<file path="config.mk">
export PLATFORM = sky130hd
export DESIGN_NAME = decoder_xx6812
export DESIGN_NICKNAME = d
export VERILOG_FILES = /design/src/rtl/decoder_xx6812.sv
export SDC_FILE = /design/constraint.sdc
export NUM_CORES = 1
export LEC_CHECK = 0
export CAP_MARGIN = 5
export CORE_ASPECT_RATIO = 1.1
export CORE_MARGIN = 1.5
export CORE_UTILIZATION = 52
export DETAILED_ROUTE_END_ITERATION = 7
export GPL_ROUTABILITY_DRIVEN = 0
export HOLD_SLACK_MARGIN = 0.08
export PLACE_DENSITY = 0.78
export SYNTH_ARGS = -nofsm -noshare
export SYNTH_HDL_FRONTEND = slang
export SYNTH_SLANG_ARGS = --single-unit
</file>
<file path="constraint.sdc">
create_clock -name clock -period 2.57 [get_ports clock]
set_input_delay 0.3855 -clock clock [delete_from_list [all_inputs] [get_ports clock]]
set_output_delay 0.3855 -clock clock [all_outputs]
set_load 0.05 [all_outputs]
</file>
<file path="src/rtl/decoder_xx6812.sv">
// -----------------------------------------------------------------------------
// decoder_xx6812
//
// Recovers 24-bit LED words from a single-wire WS2812/SK6812 serial stream by
// measuring high-pulse widths on the oversampling clock. Bits are shifted in
// MSB first. Word boundaries, latch (reset) gaps and protocol violations are
// reported as one-cycle pulses.
//
// Ports:
//   clock             in   sampling clock (12 MHz oversampling domain)
//   reset             in   asynchronous, active-low
//   serial_data_in    in   strip data line, asynchronous to clock
//   parallel_data_out out  last completed word, MSB = first bit received
//   data_valid        out  one-cycle pulse when parallel_data_out updates
//   frame_start       out  pulse with data_valid for the first word after a latch
//   latch             out  one-cycle pulse when a latch gap completes
//   error             out  one-cycle pulse on any protocol violation
//   word_index        out  index of the word on parallel_data_out since the
//                          last latch (0-based, saturates at 255)
// -----------------------------------------------------------------------------
module decoder_xx6812 #(
    parameter int BITS          = 24,
    parameter int BIT_THRESHOLD = 8,
    parameter int MIN_HIGH      = 2,
    parameter int MAX_HIGH      = 20,
    parameter int LATCH_CYCLES  = 600
) (
    input  logic            clock,
    input  logic            reset,
    input  logic            serial_data_in,
    output logic [BITS-1:0] parallel_data_out,
    output logic            data_valid,
    output logic            frame_start,
    output logic            latch,
    output logic            error,
    output logic [7:0]      word_index
);

    localparam int LOW_W  = $clog2(LATCH_CYCLES + 1);
    localparam int HIGH_W = $clog2(MAX_HIGH + 1);
    localparam int BIT_W  = (BITS > 1) ? $clog2(BITS) : 1;

    localparam logic [LOW_W-1:0]  LOW_MAX  = LOW_W'(LATCH_CYCLES);
    localparam logic [LOW_W-1:0]  LOW_LAST = LOW_W'(LATCH_CYCLES - 1);
    localparam logic [LOW_W-1:0]  LOW_ONE  = LOW_W'(1);
    localparam logic [HIGH_W-1:0] HIGH_MAX = HIGH_W'(MAX_HIGH);
    localparam logic [HIGH_W-1:0] HIGH_MIN = HIGH_W'(MIN_HIGH);
    localparam logic [HIGH_W-1:0] HIGH_ONE = HIGH_W'(1);
    localparam logic [HIGH_W-1:0] HIGH_THR = HIGH_W'(BIT_THRESHOLD);
    localparam logic [BIT_W-1:0]  BIT_LAST = BIT_W'(BITS - 1);
    localparam logic [BIT_W-1:0]  BIT_ONE  = BIT_W'(1);

    typedef enum logic [1:0] {
        ST_SYNC,
        ST_LOW,
        ST_HIGH
    } state_t;

    // Saturating increments
    function automatic logic [LOW_W-1:0] inc_low(input logic [LOW_W-1:0] v);
        return (v == LOW_MAX) ? v : v + LOW_ONE;
    endfunction

    function automatic logic [HIGH_W-1:0] inc_high(input logic [HIGH_W-1:0] v);
        return (v == HIGH_MAX) ? v : v + HIGH_ONE;
    endfunction

    function automatic logic [7:0] inc_word(input logic [7:0] v);
        return (v == 8'hFF) ? v : v + 8'd1;
    endfunction

    // Synchronizer (s1, s2) and edge-detect delay flop (s3)
    logic s1, s2, s3;
    logic rise, fall;

    state_t            state, state_nxt;
    logic [LOW_W-1:0]  low_count, low_nxt;
    logic [HIGH_W-1:0] high_count, high_nxt, high_inc;
    logic [BIT_W-1:0]  bit_count, bit_nxt;
    logic [BITS-1:0]   shift_reg, shift_nxt, shifted;
    logic [7:0]        word_count, word_count_nxt;
    logic              frame_pending, frame_pending_nxt;
    logic              bit_val;

    logic [BITS-1:0]   pdo_nxt;
    logic              dv_nxt, fs_nxt, latch_nxt, error_nxt;
    logic [7:0]        widx_nxt;

    assign rise     = s2 & ~s3;
    assign fall     = ~s2 & s3;
    assign bit_val  = (high_count >= HIGH_THR);
    assign shifted  = {shift_reg[BITS-2:0], bit_val};
    assign high_inc = inc_high(high_count);

    always_comb begin
        state_nxt         = state;
        low_nxt           = low_count;
        high_nxt          = high_count;
        bit_nxt           = bit_count;
        shift_nxt         = shift_reg;
        word_count_nxt    = word_count;
        frame_pending_nxt = frame_pending;
        pdo_nxt           = parallel_data_out;
        widx_nxt          = word_index;
        dv_nxt            = 1'b0;
        fs_nxt            = 1'b0;
        latch_nxt         = 1'b0;
        error_nxt         = 1'b0;

        case (state)
            ST_SYNC: begin
                // Only a full quiet gap re-arms decoding; no latch pulse here.
                if (s2) begin
                    low_nxt = '0;
                end else begin
                    low_nxt = inc_low(low_count);
                    if (low_nxt == LOW_MAX) begin
                        state_nxt         = ST_LOW;
                        frame_pending_nxt = 1'b1;
                        bit_nxt           = '0;
                        word_count_nxt    = '0;
                    end
                end
            end

            ST_LOW: begin
                if (rise) begin
                    high_nxt  = '0;
                    low_nxt   = '0;
                    state_nxt = ST_HIGH;
                end else begin
                    low_nxt = inc_low(low_count);
                    // low_count saturates at LATCH_CYCLES, so this fires once
                    // per low period (and never right after leaving SYNC).
                    if (low_count == LOW_LAST) begin
                        latch_nxt         = 1'b1;
                        error_nxt         = (bit_count != '0);
                        bit_nxt           = '0;
                        word_count_nxt    = '0;
                        widx_nxt          = '0;
                        frame_pending_nxt = 1'b1;
                    end
                end
            end

            ST_HIGH: begin
                if (fall) begin
                    if (high_count < HIGH_MIN) begin
                        error_nxt = 1'b1;
                        bit_nxt   = '0;
                        low_nxt   = '0;
                        state_nxt = ST_SYNC;
                    end else begin
                        shift_nxt = shifted;
                        // The falling-edge cycle is the first low cycle.
                        low_nxt   = LOW_ONE;
                        state_nxt = ST_LOW;
                        if (bit_count == BIT_LAST) begin
                            pdo_nxt           = shifted;
                            dv_nxt            = 1'b1;
                            bit_nxt           = '0;
                            widx_nxt          = word_count;
                            word_count_nxt    = inc_word(word_count);
                            fs_nxt            = frame_pending;
                            frame_pending_nxt = 1'b0;
                        end else begin
                            bit_nxt = bit_count + BIT_ONE;
                        end
                    end
                end else begin
                    high_nxt = high_inc;
                    if (high_inc == HIGH_MAX) begin
                        error_nxt = 1'b1;
                        bit_nxt   = '0;
                        low_nxt   = '0;
                        state_nxt = ST_SYNC;
                    end
                end
            end

            default: begin
                state_nxt = ST_SYNC;
                low_nxt   = '0;
            end
        endcase
    end

    always_ff @(posedge clock or negedge reset) begin
        if (!reset) begin
            s1                <= 1'b0;
            s2                <= 1'b0;
            s3                <= 1'b0;
            state             <= ST_SYNC;
            low_count         <= '0;
            high_count        <= '0;
            bit_count         <= '0;
            shift_reg         <= '0;
            word_count        <= '0;
            frame_pending     <= 1'b0;
            parallel_data_out <= '0;
            data_valid        <= 1'b0;
            frame_start       <= 1'b0;
            latch             <= 1'b0;
            error             <= 1'b0;
            word_index        <= '0;
        end else begin
            s1                <= serial_data_in;
            s2                <= s1;
            s3                <= s2;
            state             <= state_nxt;
            low_count         <= low_nxt;
            high_count        <= high_nxt;
            bit_count         <= bit_nxt;
            shift_reg         <= shift_nxt;
            word_count        <= word_count_nxt;
            frame_pending     <= frame_pending_nxt;
            parallel_data_out <= pdo_nxt;
            data_valid        <= dv_nxt;
            frame_start       <= fs_nxt;
            latch             <= latch_nxt;
            error             <= error_nxt;
            word_index        <= widx_nxt;
        end
    end

endmodule

</file>
**Word-level counts from Yosys, hierarchy flattened**

Cells that the tools add are included.

- Logic and storage cells: 124
- Output and inout port bits: 36
- Bits in registers: 93
- Bits of input ports: 3

- Equal/unequal tests: 20
- Reductions and logical operators: 12
- Bitwise operators: 5
- Mux-type cells: 65
- $lt $le $gt $ge: 2
- $add $sub $neg: 4

Operators by type and width:

| cell | count |
|---|---|
| two-way mux 8 bit | 11 |
| two-way mux 5 bit | 11 |
| two-way mux 10 bit | 5 |
| == test 10 bit, second input constant | 3 |
| one-hot mux 10 bit (3 select lines) | 1 |
| two-way mux 1 bit | 25 |
| one-hot mux 8 bit (3 select lines) | 1 |
| != test 2 bit, second input constant | 10 |
| one-hot mux 8 bit (2 select lines) | 1 |
| == test 5 bit, second input constant | 3 |
| one-hot mux 5 bit (3 select lines) | 1 |
| AND reduction 6 bit | 2 |
| adder 10 x 1 -> 10 bit, second input constant | 1 |
| adder 5 x 1 -> 5 bit, second input constant | 2 |
| two-way mux 2 bit | 5 |
| one-hot mux 5 bit (2 select lines) | 1 |
| AND reduction 9 bit | 1 |
| adder 8 x 1 -> 8 bit, second input constant | 1 |
| == test 8 bit, second input constant | 1 |
| AND reduction 4 bit | 2 |
| AND reduction 8 bit | 1 |
| one-hot mux 2 bit (3 select lines) | 1 |
| AND reduction 3 bit | 2 |
| greater-or-equal comparator 5 x 4 -> 1 bit, second input constant | 1 |
| 12 further kinds | 15 |

**Depth between registers and ports, before layout**

Gate-level depths: netlist of the first run.

- Word-level depth: 6
- Mapped depth: 10
- Mapped depth without buffers: 8

**Worst setup path after synthesis of the first run**

OpenSTA, ideal clock, no wires.

- Path type: flip-flop to flip-flop
- Start: register low_count[0]
- End: register word_count[4]
- Setup time: 0.124 ns
- Data arrival time: 2.326 ns
- Required time: 2.446 ns
- Setup slack: 0.121 ns
- Clock period less this slack: 2.449 ns
- Stages on the path, launching flop included: 9
- Path buffers: 1
- Cells stage by stage: dfrtp_1 ha_1 or3b_1 a211oi_2 a21boi_1 o31a_4 or2_0 buf_2 a211o_1

- Longest elaborated chain between the ends: 5
- Elaborated cells on any way between the ends: 8
- Classes of those cells: 1 x add/sub; 5 x eq/ne; 1 x mux; 1 x reduce/logical

Ends and longest elaborated chain:

| what | RTL line | text |
|---|---|---|
| start: declaration | 77 | `logic [LOW_W-1:0] low_count, low_nxt;` |
| start signal: assignment | 211 | `low_count <= low_nxt;` |
| adder 10 x 1 -> 10 bit / == test 10 bit (equally long branches) | 61 | `return (v == LOW_MAX) ? v : v + LOW_ONE;` |
| two-way mux 10 bit | n/a |  |
| == test 10 bit | 117 | `if (low_nxt == LOW_MAX) begin` |
| != test 2 bit (no source line) | n/a |  |
| AND reduction 9 bit (no source line) (*) | n/a |  |
| end signal: assignment | 215 | `word_count <= word_count_nxt;` |
| end: declaration | 81 | `logic [7:0] word_count, word_count_nxt;` |

Every way passes the cells marked *; elsewhere a longest branch is shown, timed or not.
A chain may end at the register's enable or synchronous reset.

**Worst setup path in the final report of the first run**

- Start: register high_count[0]
- End: register bit_count[3]

- Longest elaborated chain between the ends: 5
- Elaborated cells on any way between the ends: 10
- Classes of those cells: 1 x add/sub; 1 x order compare; 3 x eq/ne; 4 x mux; 1 x reduce/logical

Ends and longest elaborated chain:

| what | RTL line | text |
|---|---|---|
| start: declaration | 78 | `logic [HIGH_W-1:0] high_count, high_nxt, high_inc;` |
| start signal: assignment | 212 | `high_count <= high_nxt;` |
| adder 5 x 1 -> 5 bit / == test 5 bit (equally long branches) | 65 | `return (v == HIGH_MAX) ? v : v + HIGH_ONE;` |
| two-way mux 5 bit | 65 |  |
| == test 5 bit | 172 | `if (high_inc == HIGH_MAX) begin` |
| != test 3 bit (no source line) | n/a |  |
| AND reduction 6 bit (no source line) | n/a |  |
| end signal: assignment | 213 | `bit_count <= bit_nxt;` |
| end: declaration | 79 | `logic [BIT_W-1:0] bit_count, bit_nxt;` |

Parallel ways exist; a longest one is shown, timed or not.

==> results of run 1 <==
## through the flow
step                      area [um^2]  total power, W  utilization (%)  setup WS [ns]
after floorplan                  4572        0.001540                -         0.1205
after global placement           5119        0.001591            60.56         0.1296
after detailed placement         5119        0.001594            60.56        0.02518
after CTS                        5321        0.002546            62.96       0.004419
after global routing             5351        0.002625            63.32       -0.02154
final                            5351        0.002511            63.32        0.09558
## Yosys cell counts (5+ instances only)
master / number / area share, %
a21oi_1: 7 / 0.77
a22o_1: 11 / 2.1
and2_1: 6 / 0.82
and3_1: 5 / 0.68
buf_2: 6 / 0.66
clkbuf_1: 17 / 1.4
dfrtp_1: 93 / 51
ha_1: 12 / 3.3
inv_1: 18 / 1.5
nand2_1: 160 / 13
nand2b_1: 5 / 0.68
nand3_1: 15 / 1.6
nand3b_1: 8 / 1.3
nor2_1: 16 / 1.3
nor3_1: 5 / 0.55
o21ai_0: 28 / 3.1
o31ai_1: 6 / 0.99
## power groups by stage
stage / logic (W) / registers, W / clock network (W)
after floorplan: 0.0000361 / 0.00150 / 0
after global placement: 0.0000888 / 0.00150 / 0
after detailed placement: 0.0000907 / 0.00150 / 0
after CTS: 0.0000922 / 0.00147 / 0.000979
after global routing: 0.000106 / 0.00148 / 0.00104
final: 0.0000928 / 0.00147 / 0.000944
## per-layer routing
| layer | routed length [um] | track usage (%) |
|---|---|---|
| met1 | 4378 | 29.31 |
| met3 | 285 | 3.003 |
| met4 | 158 | 8.521 |
| met5 | 0 | 0 |
| met2 | 4616 | 34.90 |
## cell type report
class	instances	area (um^2)	area share [%]
sequential	93	2327	43.49
tap	111	138.9	2.595
clock buffer	9	123.9	2.315
inverter	19	71.32	1.333
multi-input combinational	363	2093	39.12
timing repair buffer	56	528.0	9.867
clock inverter	7	68.82	1.286
## placed cells by master, fill, tap and decap left out, drive strengths merged, types with 4 or more instances in the layout
cell type,Yosys,layout
a21o,4,4
a21oi,7,7
a22o,11,11
and2,6,6
and3,5,5
buf,7,18
clkbuf,18,9
clkdlybuf4s50,0,37
dfrtp,93,93
ha,12,12
inv,19,22
mux2i,4,4
nand2,160,160
nand2b,5,5
nand3,15,15
nand3b,8,8
nor2,16,16
nor2b,4,4
nor3,6,6
nor4,4,4
o211ai,4,4
o21ai,31,31
o31ai,6,6
## cell families after synthesis
family          after synthesis  synth area share [%]
xor+xnor                      1                0.1916
fa+ha+maj                    12                 3.284
buf+inv                      44                 3.804
compound gates               92                 14.37
mux                           7                 1.615
simple gates                251                 25.84
flops                        93                 50.90
## worst max path at each step
stage	depth (start not counted)	end	startpoint
2_1_floorplan	8	word_count[4]	low_count[0]
3_3_place_gp	8	bit_count[3]	high_count[0]
3_5_place_dp	8	state[0]	high_count[0]
4_1_cts	8	state[0]	high_count[0]
5_1_grt	8	bit_count[1]	low_count[0]
6_report	8	bit_count[3]	high_count[0]
## timing repair
item	in CTS	in global routing
hold endpoints to repair	44	0
setup buffers	0	1
hold buffers	1	0
gates resized for setup	0	5
setup endpoints to repair	0	15
==> results.md, run 1 <==
* Bufs and invs on worst path at 1
* GRT Total Usage at 21.48%
* Req. time, crit path at 2.83 ns
* Worst hold margin at 0.3560 ns
* Worst-path clk slew at 0.10 ns
* CTS tree: built
* H-Tree Depth at 3
* Register-to-register setup slack at 0.1 ns
* Setup CP Type: reg2reg
* Congestion Overflow GR at 0
* Outcome: completed
* Post-Syn Area at 4572 um^2
* Post-route antenna net violation count at 0
* Pleak at 2.613 nW
* Final max-slew violation count at 0
* Port Buf Inserts at 38
* Largest net degree at the start of global routing at 50
* Antenna violations before repair at 0
* Min Tclk post-route at 2.474 ns
* CP Max Fanout at 7
* Ys Warns at 0
* # setup viols final at 0
* Most common flop cell mapped by yosys: dfrtp_1
* Hold-critical path depth at 0
* Worst Setup End Kind: flop
* Number of global-route vias before repair at 3511
* Final WL at 9439 um
* F_max at 0.4041 GHz
* Seq pwr share at 58.7%
* Io pins at 39
* CTS Sinks at 93
* Mapped Nets at 515
* Initial Util at 54.09%
* Switching power at 0.0006378 W
* Bufs on Longest Clock Path at 2
* First-pass GRT wire length at 16160 um
* Clk Latency, worst-skew pair at 0.36 ns
* Cells after synthesis at 500
* Logic pwr share at 3.7%
* Maximum vdd drop at 0.2963 mV
* Post-synthesis async set-or-reset flop share at 100.0%
* Setup TNS at 0 ns
* Post-synthesis sequential area ratio at 50.90%
* Worst-margin pin slew at 0.7632 ns
* Die height at 101.3 um
* Max reg flops at 24
* Clk pwr share at 37.6%
* Hold_sp: s1
* CP arrival at 2.73 ns
* Fin. Hold Viols at 0
* Max-slew headroom at 48.65%
* Crit-path max cell delay at 0.48 ns
* Die footprint at 9364 um^2
* Cell count after placement at 640
* Vias at 3742
* CP max-delay cell: or4bb_1
* Reg2reg start: high_count[0]
* Syn-to-layout area delta at 17.05%
* Filler cells at 686
* Critical Path Start Type: flop
* Wire per inst at 14.34 um
* Non-Filler Instances at 658
* Max-cap violation count at 0
* Cell Chain, Critical Path: inv_1 > ha_2 > or4bb_1 > a21boi_0 > o211a_1 > o21ai_2 > or3_1 > a22o_1
* DIE WIDTH at 92.40 um
* Hold Path Class: reg2reg
* Final period util at 96.28%
* #FFs+latches synth at 93
* Switching Fraction at 25.40%
* Clock skew at 0.01273 ns
* # DRC at 0
* Diodes inserted at 0
* Int Pwr at 0.001873 W
* Layout Nets at 557
* Core footprint at 8452 um^2
* TritonCTS Buffers at 9
* Avg Cell Area, Syn at 9.144 um^2
* Reg-to-reg endpoint: bit_count[3]
* Root buf cell: clkbuf_8
* Site row count at 35
* Drt first pass iters at 5
* Power density over cell area at 469.2 nW/um^2
* Post-synth EDFFs at 0
* Cell family with most CP delay: simple AND/OR/NAND/NOR gates
* WHS Endpoint: s2
* Post-detail-place hpwl at 6434 um
* First DRT Iteration DRCs at 202
* Synth cell types at 61
* Fraction of layout cells with a size suffix above 1 at 9.141%
* Vias per cell at 5.687
* Worst Reg-to-Reg Cells at 8
Power figures use the tool's default switching activity.
==> inputs of run 2 (changes only) <==
--- a/config.mk
+++ b/config.mk
@@ -5,6 +5,7 @@
 export SDC_FILE = /design/constraint.sdc
 export NUM_CORES = 1
 export LEC_CHECK = 0
+export ABC_CLOCK_PERIOD_IN_PS = 2570
 export CAP_MARGIN = 5
 export CORE_ASPECT_RATIO = 1.1
 export CORE_MARGIN = 1.5
==> results of run 2 <==
Final layout, timing and power as in run 1 (identical DEF).
